===== config.mk =====
export PLATFORM = sky130hd
export DESIGN_NAME = blockram_port_arbiter
export DESIGN_NICKNAME = d
export VERILOG_FILES = /design/src/rtl/blockram_port_arbiter_pkg.sv /design/src/rtl/blockram_port_arbiter_tag_fifo.sv /design/src/rtl/blockram_port_arbiter.sv
export SDC_FILE = /design/constraint.sdc
export NUM_CORES = 1
export LEC_CHECK = 0
export CAP_MARGIN = 10
export CORE_MARGIN = 1
export CORE_UTILIZATION = 37
export CTS_CLUSTER_SIZE = 24
export DETAILED_ROUTE_END_ITERATION = 10
export PLACE_DENSITY = 0.86
export SLEW_MARGIN = 20
export SYNTH_ARGS = -nofsm -noshare
export SYNTH_HDL_FRONTEND = slang
export SYNTH_SLANG_ARGS = --single-unit

===== constraint.sdc =====
create_clock -name clk -period 3.9 [get_ports clk]
set_input_delay 0.78 -clock clk [delete_from_list [all_inputs] [get_ports clk]]
set_output_delay 0.78 -clock clk [all_outputs]
set_load 0.02 [all_outputs]

===== src/rtl/blockram_port_arbiter_pkg.sv =====
// Shared sizing helpers for the block RAM port arbiter and its tag FIFO.
// The request word is laid out as {addr, data, wr}, with wr in bit 0.
package blockram_port_arbiter_pkg;

    // Width of one request word: {addr, data, wr}.
    function automatic int unsigned req_w(input int unsigned width, input int unsigned addr_width);
        return width + addr_width + 1;
    endfunction

    // Pointer width for a FIFO of the given depth; a one-entry FIFO still needs a 1-bit pointer.
    function automatic int unsigned ptr_w(input int unsigned depth);
        return (depth > 1) ? $clog2(depth) : 1;
    endfunction

endpackage


===== src/rtl/blockram_port_arbiter_tag_fifo.sv =====
// In-order tag FIFO holding the client id of every request in flight to memory.
// Ports: clk, resetn (async active-low); push/din write a tag; pop/dout read the head;
// full, empty and count (0..Depth) report occupancy.
module blockram_port_arbiter_tag_fifo
    import blockram_port_arbiter_pkg::*;
#(
    parameter  int unsigned Width = 2,
    parameter  int unsigned Depth = 4,
    localparam int unsigned PtrW  = ptr_w(Depth),
    localparam int unsigned CntW  = $clog2(Depth + 1)
) (
    input  logic            clk,
    input  logic            resetn,
    input  logic            push,
    input  logic [Width-1:0] din,
    input  logic            pop,
    output logic [Width-1:0] dout,
    output logic            full,
    output logic            empty,
    output logic [CntW-1:0] count
);

    logic [Width-1:0] tags [Depth];
    logic [PtrW-1:0]  wr_ptr;
    logic [PtrW-1:0]  rd_ptr;
    logic             do_push;
    logic             do_pop;

    function automatic logic [PtrW-1:0] ptr_inc(input logic [PtrW-1:0] p);
        return (p == PtrW'(Depth - 1)) ? '0 : p + PtrW'(1);
    endfunction

    assign full    = (count == CntW'(Depth));
    assign empty   = (count == '0);
    // A full FIFO may still accept a push when the head leaves in the same cycle.
    assign do_pop  = pop && !empty;
    assign do_push = push && (!full || do_pop);
    assign dout    = tags[rd_ptr];

    // Tag storage; contents are don't-care until written.
    always_ff @(posedge clk) begin
        if (do_push) begin
            tags[wr_ptr] <= din;
        end
    end

    // Pointers and occupancy.
    always_ff @(posedge clk or negedge resetn) begin
        if (!resetn) begin
            wr_ptr <= '0;
            rd_ptr <= '0;
            count  <= '0;
        end else begin
            if (do_push) begin
                wr_ptr <= ptr_inc(wr_ptr);
            end
            if (do_pop) begin
                rd_ptr <= ptr_inc(rd_ptr);
            end
            case ({do_push, do_pop})
                2'b10:   count <= count + CntW'(1);
                2'b01:   count <= count - CntW'(1);
                default: count <= count;
            endcase
        end
    end

endmodule


===== src/rtl/blockram_port_arbiter.sv =====
// Shares one valid/bp request/response port of a block RAM between NumClients requesters.
// Round-robin grant that locks onto a stalled client until it is accepted; an in-order tag
// FIFO routes each memory response back to the client that issued it. Zero-latency
// memories are handled by routing a same-cycle response straight to the issuing client.
// Ports: clk, resetn (async active-low); client_req/_valid/_bp per-client requests;
// client_resp/_valid/_bp per-client responses; mem_req/_valid/_bp and mem_resp/_valid/_bp
// towards the memory port.
module blockram_port_arbiter
    import blockram_port_arbiter_pkg::*;
#(
    parameter  int unsigned Width          = 8,
    parameter  int unsigned AddrWidth      = 8,
    parameter  int unsigned NumClients     = 4,
    parameter  int unsigned ClientIdWidth  = 2,
    parameter  int unsigned MaxOutstanding = 4,
    localparam int unsigned ReqW           = req_w(Width, AddrWidth)
) (
    input  logic                       clk,
    input  logic                       resetn,
    input  logic [NumClients*ReqW-1:0] client_req,
    input  logic [NumClients-1:0]      client_req_valid,
    output logic [NumClients-1:0]      client_req_bp,
    output logic [NumClients*Width-1:0] client_resp,
    output logic [NumClients-1:0]      client_resp_valid,
    input  logic [NumClients-1:0]      client_resp_bp,
    output logic [ReqW-1:0]            mem_req,
    output logic                       mem_req_valid,
    input  logic                       mem_req_bp,
    input  logic [Width-1:0]           mem_resp,
    input  logic                       mem_resp_valid,
    output logic                       mem_resp_bp
);

    localparam int unsigned CntW = $clog2(MaxOutstanding + 1);

    logic [ClientIdWidth-1:0] rr_ptr;
    logic [ClientIdWidth-1:0] locked_id;
    logic                     lock;
    logic [ClientIdWidth-1:0] grant;
    logic                     found;
    int unsigned              idx;
    logic                     cand_valid;
    logic [ReqW-1:0]          req_slice [NumClients];

    logic [ClientIdWidth-1:0] head_id;
    logic [ClientIdWidth-1:0] route_id;
    logic                     route_ok;
    logic                     fifo_full;
    logic                     fifo_empty;
    logic [CntW-1:0]          fifo_count;
    logic                     head_pop;
    logic                     full_eff;
    logic                     accept;
    logic                     resp_fire;
    logic                     push_wr;
    logic                     pop_rd;

    for (genvar i = 0; i < NumClients; i++) begin : g_slice
        assign req_slice[i] = client_req[i*ReqW +: ReqW];
    end

    // Round-robin search starting at rr_ptr; a stalled client keeps the grant.
    always_comb begin
        grant = rr_ptr;
        found = 1'b0;
        idx   = 0;
        for (int unsigned k = 0; k < NumClients; k++) begin
            idx = 32'(rr_ptr) + k;
            if (idx >= NumClients) begin
                idx = idx - NumClients;
            end
            if (!found && client_req_valid[ClientIdWidth'(idx)]) begin
                found = 1'b1;
                grant = ClientIdWidth'(idx);
            end
        end
        if (lock) begin
            grant = locked_id;
        end
    end

    assign cand_valid = lock ? client_req_valid[locked_id] : |client_req_valid;

    // A full FIFO whose head drains this cycle can still take a new tag. Only the head path
    // is considered: a full FIFO is never empty, so the bypass path cannot apply.
    assign head_pop = resetn && !fifo_empty && mem_resp_valid && !client_resp_bp[head_id];
    assign full_eff = fifo_full && !head_pop;

    assign mem_req       = req_slice[grant];
    assign mem_req_valid = resetn && cand_valid && !full_eff;
    assign accept        = mem_req_valid && !mem_req_bp;

    // Only the granted client can see its request taken.
    always_comb begin
        client_req_bp = '1;
        if (resetn) begin
            client_req_bp[grant] = mem_req_bp || full_eff;
        end
    end

    // Response goes to the oldest tag, or to the client being accepted right now when the
    // FIFO is empty (zero-latency memory).
    always_comb begin
        route_ok = 1'b0;
        route_id = head_id;
        if (!fifo_empty) begin
            route_ok = 1'b1;
        end else if (accept) begin
            route_ok = 1'b1;
            route_id = grant;
        end
    end

    always_comb begin
        client_resp_valid = '0;
        if (resetn && route_ok) begin
            client_resp_valid[route_id] = mem_resp_valid;
        end
    end

    // Untagged responses are swallowed rather than stalling memory.
    assign mem_resp_bp = !resetn ? 1'b1 : (route_ok ? client_resp_bp[route_id] : 1'b0);
    assign client_resp = {NumClients{mem_resp}};

    assign resp_fire = mem_resp_valid && route_ok && !mem_resp_bp;
    assign pop_rd    = resp_fire && !fifo_empty;
    // A bypassed tag is consumed immediately and never written.
    assign push_wr   = accept && !(fifo_empty && resp_fire);

    // Round-robin pointer and stall lock.
    always_ff @(posedge clk or negedge resetn) begin
        if (!resetn) begin
            rr_ptr    <= '0;
            lock      <= 1'b0;
            locked_id <= '0;
        end else if (mem_req_valid) begin
            if (!mem_req_bp) begin
                rr_ptr <= (grant == ClientIdWidth'(NumClients - 1)) ? '0 : grant + ClientIdWidth'(1);
                lock   <= 1'b0;
            end else begin
                lock      <= 1'b1;
                locked_id <= grant;
            end
        end
    end

    blockram_port_arbiter_tag_fifo #(
        .Width (ClientIdWidth),
        .Depth (MaxOutstanding)
    ) u_tag_fifo (
        .clk    (clk),
        .resetn (resetn),
        .push   (push_wr),
        .din    (grant),
        .pop    (pop_rd),
        .dout   (head_id),
        .full   (fifo_full),
        .empty  (fifo_empty),
        .count  (fifo_count)
    );

    // Memory must never answer a request that was not issued.
    a_resp_has_tag: assert property (@(posedge clk) disable iff (!resetn) mem_resp_valid |-> route_ok);
    a_count_bound:  assert property (@(posedge clk) disable iff (!resetn) fifo_count <= CntW'(MaxOutstanding));

endmodule


==> results.ini, run 1 <==
[placed_design]
dp_cells=423
gp_congestion=0.848
dpl-instance-area_mm2=0.00337
port_buffers=106
dp_hpwl_um=5260

[setup_path]
worst_setup_path_end_kind=register
r2r_cells=14
criticalPathCategory=in -> reg
critical_path.top_delay_family=buffers and inverters
worstPathArrival_ns=4.03
required_ns=4.10
worst_path_largest_cell_delay_ns=0.49
cp-start-kind=input pin
path_buf_inv=5
worstPathCellList=clkdlybuf4s50_1, buf_4, mux2i_1, or2_2, a32o_2, buf_4, a21boi_4, buf_6, o2111ai_2, a31oi_2, nand2b_1, ha_2, inv_1, fa_2, xor2_1, nor2_1, xor2_1
worst-path-stages=17
worst_path_max_delay_cell=clkdlybuf4s50_1
cp_max_fo=5

[synth]
yosys_warnings=0
ys.flop_type=dfrtp_1
avgSynthCellArea_um2=8.91
async_flop_share_pct=60.0
synth.top_cell.area_share_pct=13.3
netlist_area_mm2=0.00226
synth_cell_types=52
synth_top_cell_by_area=dfrtp_1
syn-num-nets=353
synth_common_cells=buf_4 (32), mux2i_1 (19), a211oi_1 (18), a21oi_1 (18)
synth-edff-count=8
synth_cells=254
synthTopCellsByArea=dfrtp_1 (13%), buf_4 (11%), edfxtp_1 (11%)
ys_seq_area_share_pct=23.9
ys_ff_latch=20
yosysMostFrequentCell=buf_4

[pwr]
p_int_uw=1280
p_clk_share_pct=5.8
power_density_mw_per_mm2=711
switching_share_pct=47.7
p_total_uw=2450
combPwrFrac_pct=77.7
pwr-share-seq_pct=16.5
peakVddDrop_v=0.000378
leakage_uw=0.00150
p_switching_uw=1170

[clock_tree]
clk_latency_ns=0.27
clk_pin_slew_ns=0.08
cts_root_buf=clkbuf_8
cts.htree.levels=1
cts_tree=done
cts_hold_buf=0
cts_buffer_depth=2
cts_buffers=3
numClockSinks=20

[global_routing]
track_usage_pct=19.6
first_global_vias=2159
grt-busiest-layer=met2
met3_usage_pct=4.20
grtUsageMet1_pct=23.7
grt_overflow=0
antenna_found_initial=0
met2_usage_pct=34.8
grt_max_degree=24
grt_pass1_wl_um=9840

[timing]
setup_viol_count_final=0
fmax_mhz=261
timing.hold.ws_ns=0.540
tightest_slew_ns=0.580
hold_violations=0
skew_ns=0.0119
drv_slew=0
finalCritPeriodShare_pct=98.3
max_slew_margin_pct=61.0
period_needed_ns=3.83

[cells_and_area]
diodes=0
nets=456
multi_input_area_mm2=0.00142
stdcell_count=431
design_area_mm2=0.00345
layout-drive-gt1-share_pct=16.9
fillers=526
area_delta_synth_final_pct=52.6
regArea_um2=541

[routing]
finalWirelength_um=6610
drtIter0Drc=126
wire_per_inst_um=15.3
via_count=2254
antenna_left=0
drc_errors=0
drt_pass1_iterations=4
vias_per_cell=5.23

[floorplanning]
dieHeight_um=80.2
die_x_um=80.2
rows=28
io_pins=147
coreArea_mm2=0.00592
die_area_mm2=0.00643
start_util_pct=38.2

[worst_hold_path]
hold_depth=1
min_path_type=reg -> reg

[run]
maxCapViolCount=0

[run_status]
status=finished clean

## layer usage
layer	wire length (µm)	part of all wire, %
met3	380	5.8
met4	116	1.8
met1	2690	41
met5	0	0
met2	3420	52
## final timing paths
check | from | slack (ns) | to
max | client_req_valid[0] | 0.07 | u_tag_fifo.count[2]
min | u_tag_fifo.count[2] | 0.54 | u_tag_fifo.count[2]
max reg2reg | u_tag_fifo.count[0] | 0.48 | u_tag_fifo.count[2]
min reg2reg | u_tag_fifo.count[2] | 0.54 | u_tag_fifo.count[2]
max in group asynchronous | resetn | 2.79 | u_tag_fifo.wr_ptr[1]
min in group asynchronous | resetn | 0.87 | locked_id[1]
## layout by cell type (no fill, tap or decap), types with 9 or more instances in the layout
master | synthesis | routed
a211oi_1 | 18 | 16
a21oi_1 | 18 | 18
and2_1 | 13 | 13
buf_4 | 32 | 28
clkdlybuf4s50_1 | 0 | 79
dfrtp_1 | 12 | 12
dlygate4sd2_1 | 0 | 23
ha_1 | 10 | 9
inv_1 | 13 | 12
mux2i_1 | 19 | 19
nand2_1 | 12 | 12
## kinds of logic after synthesis
| kind of cell | count (synthesis) | share of synthesized area (%) |
|---|---|---|
| and+or+nand+nor | 71 | 18.1 |
| AOI/OAI and AO/OA | 66 | 20.5 |
| buffers and inverters | 55 | 14.5 |
| muxes | 28 | 15.4 |
| DFF | 20 | 23.9 |
| adders and majority gates | 11 | 6.42 |
| xor gates and xnor gates | 3 | 1.16 |
## flip-flops by register name, indices dropped and copies added (netlist names)
signal and cells:
rr_ptr 2, u_tag_fifo.wr_ptr 2, u_tag_fifo.rd_ptr 2, lock 1, u_tag_fifo.tags 8, locked_id 2
u_tag_fifo.count 3
## per-stage QoR
step	util, %	worst slack [ns]	setup TNS [ns]
after floorplan	-	0.298	0
after global placement	56.9	-0.265	-3.21
after detailed placement	56.9	-0.321	-4.68
after CTS	57.5	0.0209	0
after global routing	58.3	-0.0438	-0.0718
final	58.3	0.0658	0
## power by group through the flow
| stage | Clock [µW] | Sequential (µW) | Combinational, µW |
|---|---|---|---|
| final | 143 | 405 | 1910 |
| after global routing | 156 | 418 | 2080 |
| after CTS | 145 | 404 | 1860 |
| after detailed placement | 0 | 407 | 1950 |
| after global placement | 0 | 402 | 1910 |
| after floorplan | 0 | 383 | 1200 |
## worst reg2reg max path, delay by kind of cell, from the launching register on
| family | cells | cell delay, ns |
|---|---|---|
| AO/OA/AOI/OAI | 4 | 0.93 |
| XOR/XNOR | 2 | 0.30 |
| adder cells (fa/ha/maj) | 2 | 0.52 |
| buffers and inverters | 2 | 0.18 |
| flip-flops | 1 | 0.43 |
| AND/OR/NAND/NOR | 4 | 0.98 |
## layout make-up
cell class,instances,area share [%]
well taps,75,2.72
flip-flops and latches,20,15.7
repair buffers,139,37.8
clock inverters,1,0.109
inverters,14,1.52
clock buffers,3,1.20
multi-input cells,179,41.0
## timing repair
item / in CTS / in global routing
setup endpoints to repair: 26 / 22
cloned: 0 / 0
resized for setup: 32 / 13
buffers inserted: 2 / 2
pin swaps: 1 / 4
No activity file was read; power rests on OpenSTA's default activity.
==> inputs of run 2 (changes only) <==
--- a/config.mk
+++ b/config.mk
@@ -6,11 +6,13 @@
 export NUM_CORES = 1
 export LEC_CHECK = 0
 export CAP_MARGIN = 10
+export CELL_PAD_IN_SITES_DETAIL_PLACEMENT = 0
+export CELL_PAD_IN_SITES_GLOBAL_PLACEMENT = 2
 export CORE_MARGIN = 1
-export CORE_UTILIZATION = 37
+export CORE_UTILIZATION = 19
 export CTS_CLUSTER_SIZE = 24
 export DETAILED_ROUTE_END_ITERATION = 10
-export PLACE_DENSITY = 0.86
+export PLACE_DENSITY = 0.84
 export SLEW_MARGIN = 20
 export SYNTH_ARGS = -nofsm -noshare
 export SYNTH_HDL_FRONTEND = slang
==> constraint.sdc (replaced) <==
create_clock -name clk -period 3.6 [get_ports clk]
set_input_delay 0.72 -clock clk [delete_from_list [all_inputs] [get_ports clk]]
set_output_delay 0.72 -clock clk [all_outputs]
set_load 0.02 [all_outputs]
==> results.ini, run 2 (synthesis gave the netlist of run 1 again) <==
[run_status]
status=finished, violations left
violations=DRC

[cells_and_area]
largestRegisters=u_tag_fifo.tags x8, u_tag_fifo.count x3
mostFrequentLayoutCells=clkdlybuf4s50_1 (75), buf_4 (39), dlygate4sd2_1 (21)
nets=465
area_delta_synth_final_pct=65.0
largest_reg_flops=8
final_common_cell=clkdlybuf4s50_1
design_area_mm2=0.00373
diodes=0
layout-drive-gt1-share_pct=23.3
fillers=1189
regMostFlops=u_tag_fifo.tags

[clock_tree]
cts_root_buf=clkbuf_16
cts.htree.levels=1
cts_tree=done
numClockSinks=20
cts_buffer_depth=2
cts_buffers=3
clk_pin_slew_ns=0.06
clk_latency_ns=0.25
cts_hold_buf=0

[timing]
drv_slew=0
rsz0062_at_grt=yes
period_needed_ns=3.50
timing.hold.ws_ns=0.562
skew_ns=0.00231
tightest_slew_ns=0.407
max_slew_margin_pct=72.6
setup_viol_count_final=0
fmax_mhz=285
timing.final.ws_setup_ns=0.0969
hold_violations=0
finalCritPeriodShare_pct=97.3

[pwr]
combPwrFrac_pct=74.5
switching_share_pct=45.4
p_clk_share_pct=10.4
p_int_uw=1610
peakVddDrop_v=0.000186
p_switching_uw=1340
pwr-share-seq_pct=15.2
leakage_uw=0.00157
power_density_mw_per_mm2=789
p_total_uw=2940

[global_routing]
grt_max_degree=36
grt_overflow=0
grt_pass1_wl_um=11900
first_global_vias=2361
antenna_found_initial=0
track_usage_pct=11.8

[floorplanning]
coreArea_mm2=0.0115
die_area_mm2=0.0123
die_x_um=111
rows=39
io_pins=147
start_util_pct=19.6
dieHeight_um=111

[setup_path]
critPathCapture=u_tag_fifo.count[2]
criticalPathCategory=in -> reg
cp_max_fo=5
worst_setup_path_end_kind=register
r2r_cells=14
required_ns=3.78
worstPathArrival_ns=3.68
r2r_start=u_tag_fifo.rd_ptr[0]
cp-startpoint=client_req_valid[0]
r2r-end=u_tag_fifo.count[2]
cp-start-kind=input pin
ff2ff_setup_slack_ns=0.35

[routing]
drt_pass1_iterations=7
wire_per_inst_um=14.3
finalWirelength_um=7270
vias_per_cell=4.41
drtIter0Drc=146
drc_errors=18
antenna_left=0
via_count=2240

[placed_design]
port_buffers=106
gp_congestion=0.776
dp_hpwl_um=5810
dpl-instance-area_mm2=0.00354
preCtsSetupSlack_ns=-0.510

[run]
maxCapViolCount=0

[worst_hold_path]
min_path_type=reg -> reg

## run 2: power by group through the flow
stage	Clock (µW)	Sequential, µW	Combinational (µW)
floorplan	0	415	1300
global placement	0	442	2180
detailed placement	0	448	2200
CTS	311	445	2190
global route	316	463	2390
finish	305	447	2190
## run 2: cell type report
class	instances	area (µm²)	share of cell area [%]
clock inverter	1	30.0	0.805
multi-input combinational	179	1470	39.4
tap	143	179	4.79
inverter	14	52.6	1.41
clock buffer	3	75.1	2.01
timing repair buffer	148	1390	37.1
sequential	20	541	14.5
## run 2: per-stage QoR
stage               util [%]  setup TNS, ns  cells
floorplan                  -              0    254
global placement        30.7         -10.37    501
detailed placement      30.7         -11.64    501
CTS                     32.1              0    508
global route            32.4        -0.0957    508
finish                  32.4              0    508
## run 2: critical path, cell delays in order
cell and delay, ns:
dlygate4sd2_1 0.29, mux4_2 0.49, o21ba_4 0.26, o21ai_2 0.07
buf_4 0.14, o211ai_1 0.16, o2111ai_4 0.23, a31oi_4 0.23
nand2b_1 0.13, ha_2 0.17, inv_1 0.05, fa_2 0.33
xor2_1 0.14, nor2_1 0.11, xor2_1 0.16
## run 2: worst min path at each step
stage | endpoint | depth (start not counted) | startpoint
after global routing | locked_id[1] | 1 | locked_id[1]
after CTS | u_tag_fifo.count[0] | 1 | u_tag_fifo.count[0]
after global placement | u_tag_fifo.count[2] | 1 | u_tag_fifo.count[2]
after floorplan | lock | 0 | resetn
after detailed placement | locked_id[1] | 1 | locked_id[1]
final | u_tag_fifo.count[0] | 1 | u_tag_fifo.count[0]
## run 2: timing repair
action | CTS | global route
buffers inserted | 3 | 0
endpoints found under the setup margin | 30 | 4
gates resized for setup | 66 | 6
pin swaps | 6 | 3
## run 2: metal layers
layer | track usage, % | vias up | wire length, µm
met5 | 0 | - | 0
met4 | 3.51 | 0 | 108
met3 | 1.80 | 8 | 280
met2 | 21.6 | 43 | 3750
met1 | 14.2 | 1063 | 3140
li1 | - | 1126 | -
